--- config.mk ---
export PLATFORM = sky130hd
export DESIGN_NAME = mandelbrot_pixel_sink
export DESIGN_NICKNAME = d
export VERILOG_FILES = /design/src/rtl/mandelbrot_pixel_sink.sv
export SDC_FILE = /design/constraint.sdc
export NUM_CORES = 1
export LEC_CHECK = 0
export CORE_MARGIN = 3
export CORE_UTILIZATION = 35
export DETAILED_ROUTE_END_ITERATION = 6
export DONT_BUFFER_PORTS = 1
export PLACE_DENSITY = 0.48
export SYNTH_ARGS = -nofsm -noshare
export SYNTH_HDL_FRONTEND = slang
export SYNTH_SLANG_ARGS = --single-unit
--- constraint.sdc ---
create_clock -name clk -period 2.9 [get_ports clk]
set_clock_uncertainty 0.2 [all_clocks]
set_input_delay 0.58 -clock clk [delete_from_list [all_inputs] [get_ports clk]]
set_output_delay 0.58 -clock clk [all_outputs]
set_load 0.1 [all_outputs]
--- src/rtl/mandelbrot_pixel_sink.sv ---
// Mandelbrot pixel sink: steps the engine through one frame pixel by pixel,
// packs pairs of 4-bit iteration counts into bytes and streams them out
// through a small first-word-fall-through FIFO with frame start/end markers.
module mandelbrot_pixel_sink #(
  parameter int WIDTH      = 320,
  parameter int HEIGHT     = 240,
  parameter int FIFO_DEPTH = 4
) (
  input  logic       clk,
  input  logic       rst_n,
  input  logic       enable,
  output logic       eng_run,
  input  logic       eng_running,
  input  logic [3:0] eng_ctr,
  input  logic       eng_finished,
  output logic [7:0] tdata,
  output logic       tvalid,
  input  logic       tready,
  output logic       tuser,
  output logic       tlast,
  output logic       busy,
  output logic       frame_done,
  output logic       sync_err
);

  localparam int XW = (WIDTH > 1) ? $clog2(WIDTH) : 1;
  localparam int YW = (HEIGHT > 1) ? $clog2(HEIGHT) : 1;
  localparam int PW = (FIFO_DEPTH > 1) ? $clog2(FIFO_DEPTH) : 1;
  localparam int CW = $clog2(FIFO_DEPTH + 1);

  localparam logic [XW-1:0] X_LAST   = XW'(WIDTH - 1);
  localparam logic [YW-1:0] Y_LAST   = YW'(HEIGHT - 1);
  localparam logic [PW-1:0] PTR_LAST = PW'(FIFO_DEPTH - 1);
  localparam logic [CW-1:0] CNT_FULL = CW'(FIFO_DEPTH);

  typedef enum logic [2:0] {
    IDLE,
    CHECK,
    ISSUE,
    WAIT_DONE,
    CAPTURE
  } state_t;

  state_t        state;
  state_t        state_nxt;
  logic [XW-1:0] x;
  logic [YW-1:0] y;
  logic          half;
  logic [3:0]    hi_nib;
  logic          last_pix;
  logic          first_byte;
  logic          push;
  logic          pop;

  logic [9:0]    fifo_mem [FIFO_DEPTH];
  logic [9:0]    head;
  logic [PW-1:0] wr_ptr;
  logic [PW-1:0] rd_ptr;
  logic [CW-1:0] count;

  // Circular pointer advance; depth need not be a power of two.
  function automatic logic [PW-1:0] ptr_inc(input logic [PW-1:0] p);
    return (p == PTR_LAST) ? '0 : p + 1'b1;
  endfunction

  assign last_pix   = (x == X_LAST) && (y == Y_LAST);
  assign first_byte = (x == XW'(1)) && (y == '0);
  assign busy       = (state != IDLE);

  // State register.
  always_ff @(posedge clk) begin
    if (!rst_n) begin
      state <= IDLE;
    end else begin
      state <= state_nxt;
    end
  end

  // Next-state and per-state strobes; a second pixel is only started when
  // the FIFO has room, so the push at its capture can never overflow.
  always_comb begin
    state_nxt  = state;
    eng_run    = 1'b0;
    push       = 1'b0;
    frame_done = 1'b0;
    case (state)
      IDLE: begin
        if (enable) state_nxt = CHECK;
      end
      CHECK: begin
        if (!half || (count < CNT_FULL)) state_nxt = ISSUE;
      end
      ISSUE: begin
        eng_run = 1'b1;
        if (eng_running) state_nxt = WAIT_DONE;
      end
      WAIT_DONE: begin
        if (!eng_running) state_nxt = CAPTURE;
      end
      CAPTURE: begin
        push = half;
        if (last_pix) begin
          frame_done = 1'b1;
          state_nxt  = IDLE;
        end else begin
          state_nxt = CHECK;
        end
      end
      default: state_nxt = IDLE;
    endcase
  end

  // Pixel position and pair-half tracking; cleared when a frame starts.
  always_ff @(posedge clk) begin
    if (!rst_n) begin
      x    <= '0;
      y    <= '0;
      half <= 1'b0;
    end else if (state == IDLE) begin
      if (enable) begin
        x    <= '0;
        y    <= '0;
        half <= 1'b0;
      end
    end else if (state == CAPTURE) begin
      half <= ~half;
      if (x == X_LAST) begin
        x <= '0;
        y <= (y == Y_LAST) ? '0 : y + 1'b1;
      end else begin
        x <= x + 1'b1;
      end
    end
  end

  // First pixel of a pair is held until its partner arrives.
  always_ff @(posedge clk) begin
    if ((state == CAPTURE) && !half) hi_nib <= eng_ctr;
  end

  // Sticky flag: engine end-of-frame must coincide with our last pixel.
  always_ff @(posedge clk) begin
    if (!rst_n) begin
      sync_err <= 1'b0;
    end else if ((state == CAPTURE) && (eng_finished != last_pix)) begin
      sync_err <= 1'b1;
    end
  end

  assign pop = tvalid && tready;

  // FIFO control: pointers and occupancy.
  always_ff @(posedge clk) begin
    if (!rst_n) begin
      wr_ptr <= '0;
      rd_ptr <= '0;
      count  <= '0;
    end else begin
      if (push) wr_ptr <= ptr_inc(wr_ptr);
      if (pop)  rd_ptr <= ptr_inc(rd_ptr);
      case ({push, pop})
        2'b10:   count <= count + 1'b1;
        2'b01:   count <= count - 1'b1;
        default: count <= count;
      endcase
    end
  end

  // FIFO storage: {byte, frame-start, frame-end}.
  always_ff @(posedge clk) begin
    if (push) fifo_mem[wr_ptr] <= {hi_nib, eng_ctr, first_byte, last_pix};
  end

  // Head is read combinationally; outputs are forced to zero while empty so
  // stale or uninitialised storage never reaches the stream.
  assign head   = fifo_mem[rd_ptr];
  assign tvalid = (count != '0);
  assign tdata  = tvalid ? head[9:2] : 8'h00;
  assign tuser  = tvalid & head[1];
  assign tlast  = tvalid & head[0];

endmodule

==> impl_metrics.py <==
metrics = {
    "setup_path": {
        "r2r_cells": 9,
        "crit_buf_inv": 1,
        "r2r_setup_slack_ps": 370,
        "crit_required_ps": 2120,
        "crit_fanout": 5,
        "critPathArrivalTime_ps": 1910,
        "rr_endpoint": "count[2]",
        "crit_type": "flip-flop to output port",
        "crit_path_cell_trace": "ha_1 -> nand4_1 -> nor3_2 -> nand3_2 -> nor2_2 -> buf_12",
        "cp-start-kind": "flip-flop",
        "regToRegStartpoint": "state[0]",
        "cp_slowest_cell": "dfxtp_1",
        "crit_family": "simple AND/OR/NAND/NOR gates",
        "cp-end-kind": "output port",
        "crit_path_max_incr_delay_ps": 370,
    },
    "hold_path": {
        "hold_class": "input port to flip-flop",
        "min_from": "eng_ctr[1]",
        "min_delay_path_depth": 0,
        "hold_path_end": "hi_nib[1]",
    },
    "die": {
        "die_area_mm2": 0.0106,
        "num_rows": 34,
        "start_util_pct": 36.9,
        "die_x_um": 103,
        "die_h_um": 103,
        "ioPinCount": 25,
        "core-area_mm2": 0.00893,
    },
    "detailed_routing": {
        "wire_per_inst_um": 15.5,
        "drc_errors": 0,
        "drtIter0Drc": 94,
        "drt_pass1_iterations": 4,
        "drt-total-wl_mm": 6.10,
        "avgViaCountPerCell": 5.11,
        "drtAntennaViolNets": 0,
        "vias": 2020,
    },
    "synthesis": {
        "synth_top_flop_cell": "edfxtp_1",
        "ys_warn_count": 0,
        "syn_area_mm2": 0.00330,
        "synthAdderAreaFrac_pct": 4.40,
        "yosys.area_share.xor_xnor_pct": 2.39,
        "syn_inst": 265,
        "yosysUniqueCellTypes": 49,
        "synth_compound_area_share_pct": 7.25,
        "synth_edf_count": 44,
        "synth_top_family_by_area": "simple AND/OR/NAND/NOR gates",
        "yosysTopAreaCell": "edfxtp_1",
        "synth.area.top_cells": "edfxtp_1, dfxtp_1, mux4_2",
        "syn-num-nets": 286,
        "syn_avg_cell_area_um2": 12.4,
        "synth-simple-area-share_pct": 17.1,
        "synthArstFlopShare_pct": 0,
        "seq_area_frac_synth_pct": 58.9,
        "muxShareOfSynthArea_pct": 7.13,
        "ys_ff_latch": 75,
        "synth_top_cell_area_share_pct": 40.1,
    },
    "power_and_ir_drop": {
        "switching_power_uw": 490,
        "leakagePower_nw": 1.34,
        "p_per_area_mw_per_mm2": 581,
        "clkPwrFrac_pct": 44.5,
        "vdd_drop_max_mv": 0.306,
        "p_int_mw": 1.79,
        "swShare_pct": 21.5,
        "share_comb_of_total_power_pct": 5.3,
        "pwr-share-seq_pct": 50.1,
    },
    "grt": {
        "antenna_found_initial": 0,
        "grt_overflow": 0,
        "first_global_vias": 2015,
        "grt_max_degree": 19,
        "grt_pass1_wl_mm": 10.1,
        "grt_usage_pct": 12.7,
    },
    "layout": {
        "antenna_cells": 0,
        "nNetsFinal": 303,
        "final_layout_size_suffix_gt1_share_pct": 17.8,
        "design_area_mm2": 0.00393,
        "multi_input_area_mm2": 0.00129,
        "seq_area_mm2": 0.00194,
        "syn_to_final_growth_pct": 19.0,
        "nFillCells": 846,
    },
    "place": {
        "dpl-instance-area_mm2": 0.00366,
        "gp_congestion": 0.801,
        "io_buffers": 0,
        "hpwl_mm": 4.16,
    },
    "flow_run": {
        "maxCapViolCount": 0,
    },
    "sta": {
        "finalSetupViolations": 0,
        "timing.setup.tns_ps": 0,
        "hold_viol": 0,
        "timing.fmax_ghz": 0.372,
        "slew_headroom_pct": 60.3,
        "slew_viol_final": 0,
        "timing.final.crit_share_pct": 92.7,
        "finalCriticalPeriod_ps": 2690,
        "rsz0062_at_grt": "no",
        "worst_pin_slew_ps": 596,
    },
    "clock_tree": {
        "cts_tree": "built",
        "clkLatencyLatePin_ps": 340,
        "clockRootBuffer": "clkbuf_8",
        "clk_pin_slew_worst_paths_ps": 80,
        "cts_buffers": 9,
        "cts_hold_buffers": 0,
        "clk_path_buf_depth": 2,
        "cts_max_level": 3,
        "clkSinkCount": 75,
    },
    "outcome": {
        "status": "complete, no violations",
    },
}
==> through the flow <==
step / hold slack [ps] / setup slack [ps] / util, % / std cells / power, mW
after global routing: 93.8 / 29.5 / 43.9 / 395 / 2.38
after CTS: 110 / 7.37 / 43.8 / 395 / 2.31
after floorplan: 259 / 181 / - / 265 / 1.27
final: 128 / 212 / 43.9 / 395 / 2.28
after global placement: 283 / 421 / 40.9 / 379 / 1.29
after detailed placement: 282 / 401 / 40.9 / 379 / 1.29
==> worst reg2reg max path: stages (launching register included) <==
cell,delay (ps)
dfxtp_1,500
nor2_2,120
and2_1,250
nand2_1,160
ha_1,200
inv_1,60
fa_1,370
xor2_1,160
or3_1,300
a21boi_0,150
==> cells in the mapped netlist (2+ instances only) <==
cell type	instances
edfxtp_1	44
or3_1	8
a21boi_1	5
nand4_1	3
nand3_1	8
xnor2_1	7
or4_1	2
a21oi_1	9
and3_1	6
inv_1	14
or2_1	2
clkbuf_1	4
nor2_1	13
nor2b_1	6
o21ai_1	2
nor4_1	4
o211ai_1	2
dfxtp_1	31
ha_1	10
mux4_2	10
buf_2	3
xor2_1	2
nor3_1	5
nand2_1	15
nor3b_1	2
nand3b_1	3
o21ai_0	8
and2_1	16
==> how the worst max path moves through the flow <==
| stage | from | end | cells after the start |
|---|---|---|---|
| final | y[1] | frame_done | 6 |
| after global routing | y[1] | frame_done | 6 |
| after CTS | y[1] | frame_done | 6 |
| after detailed placement | state[0] | count[2] | 9 |
| after global placement | x[6] | frame_done | 5 |
| after floorplan | x[6] | frame_done | 4 |
==> final cells by class <==
| class | count | share of cell area (%) |
|---|---|---|
| Clock buffer | 11 | 3.86 |
| Clock inverter | 5 | 2.74 |
| Inverter | 14 | 1.34 |
| Multi-Input combinational cell | 167 | 32.8 |
| Sequential cell | 75 | 49.5 |
| Tap cell | 108 | 3.44 |
| Timing Repair Buffer | 15 | 6.38 |
==> registers in the layout (all words and copies together), names as in the netlist, named ones only <==
name	flops
fifo_mem	40
x	9
y	8
hi_nib	4
count	3
state	3
rd_ptr	2
wr_ptr	2
half	1
sync_err	1
==> what timing repair did <==
action / CTS / global route
setup endpoints to repair: 0 / 1
gates resized for setup: 0 / 2
buffers inserted: 0 / 0
==> power by group through the flow <==
stage	clock network (mW)	registers, mW	logic [mW]
6_report	1.01	1.14	0.122
5_1_grt	1.10	1.15	0.134
4_1_cts	1.04	1.14	0.124
3_5_place_dp	0	1.17	0.124
3_3_place_gp	0	1.17	0.123
2_1_floorplan	0	1.16	0.104
==> layer usage <==
metal | vias up | routed length (um) | GRT usage [%]
li1 | 1007 | - | -
met1 | 972 | 2920 | 16.8
met2 | 37 | 2890 | 19.7
met3 | 4 | 243 | 4.40
met4 | 0 | 57 | 3.69
met5 | - | 0 | 0
==> layout by cell type (no fill, tap or decap), types with 2 or more instances in the layout <==
cell / instances
a21boi_1: 5
a21oi_1: 9
and2_1: 16
and3_1: 6
buf_12: 11
buf_4: 4
bufinv_16: 3
clkbuf_8: 11
dfxtp_1: 31
edfxtp_1: 44
ha_1: 10
inv_1: 14
mux4_2: 10
nand2_1: 15
nand3_1: 7
nand3b_1: 3
nand4_1: 3
nor2_1: 12
nor2_2: 2
nor2b_1: 6
nor3_1: 4
nor4_1: 4
o211ai_1: 2
o21ai_0: 8
o21ai_1: 2
or2_1: 2
or3_1: 8
or4_1: 2
xnor2_1: 7
xor2_1: 2
==> cell families (layout without fill, tap and decap cells) <==
kind of cell	count (synthesis)	count (layout)
and+or+nand+nor	100	100
DFF	75	75
AOI/OAI and AO/OA	36	36
buffers and inverters	23	45
adders and majority gates	11	11
muxes	11	11
xor gates and xnor gates	9	9
Power figures use the tool's default switching activity.
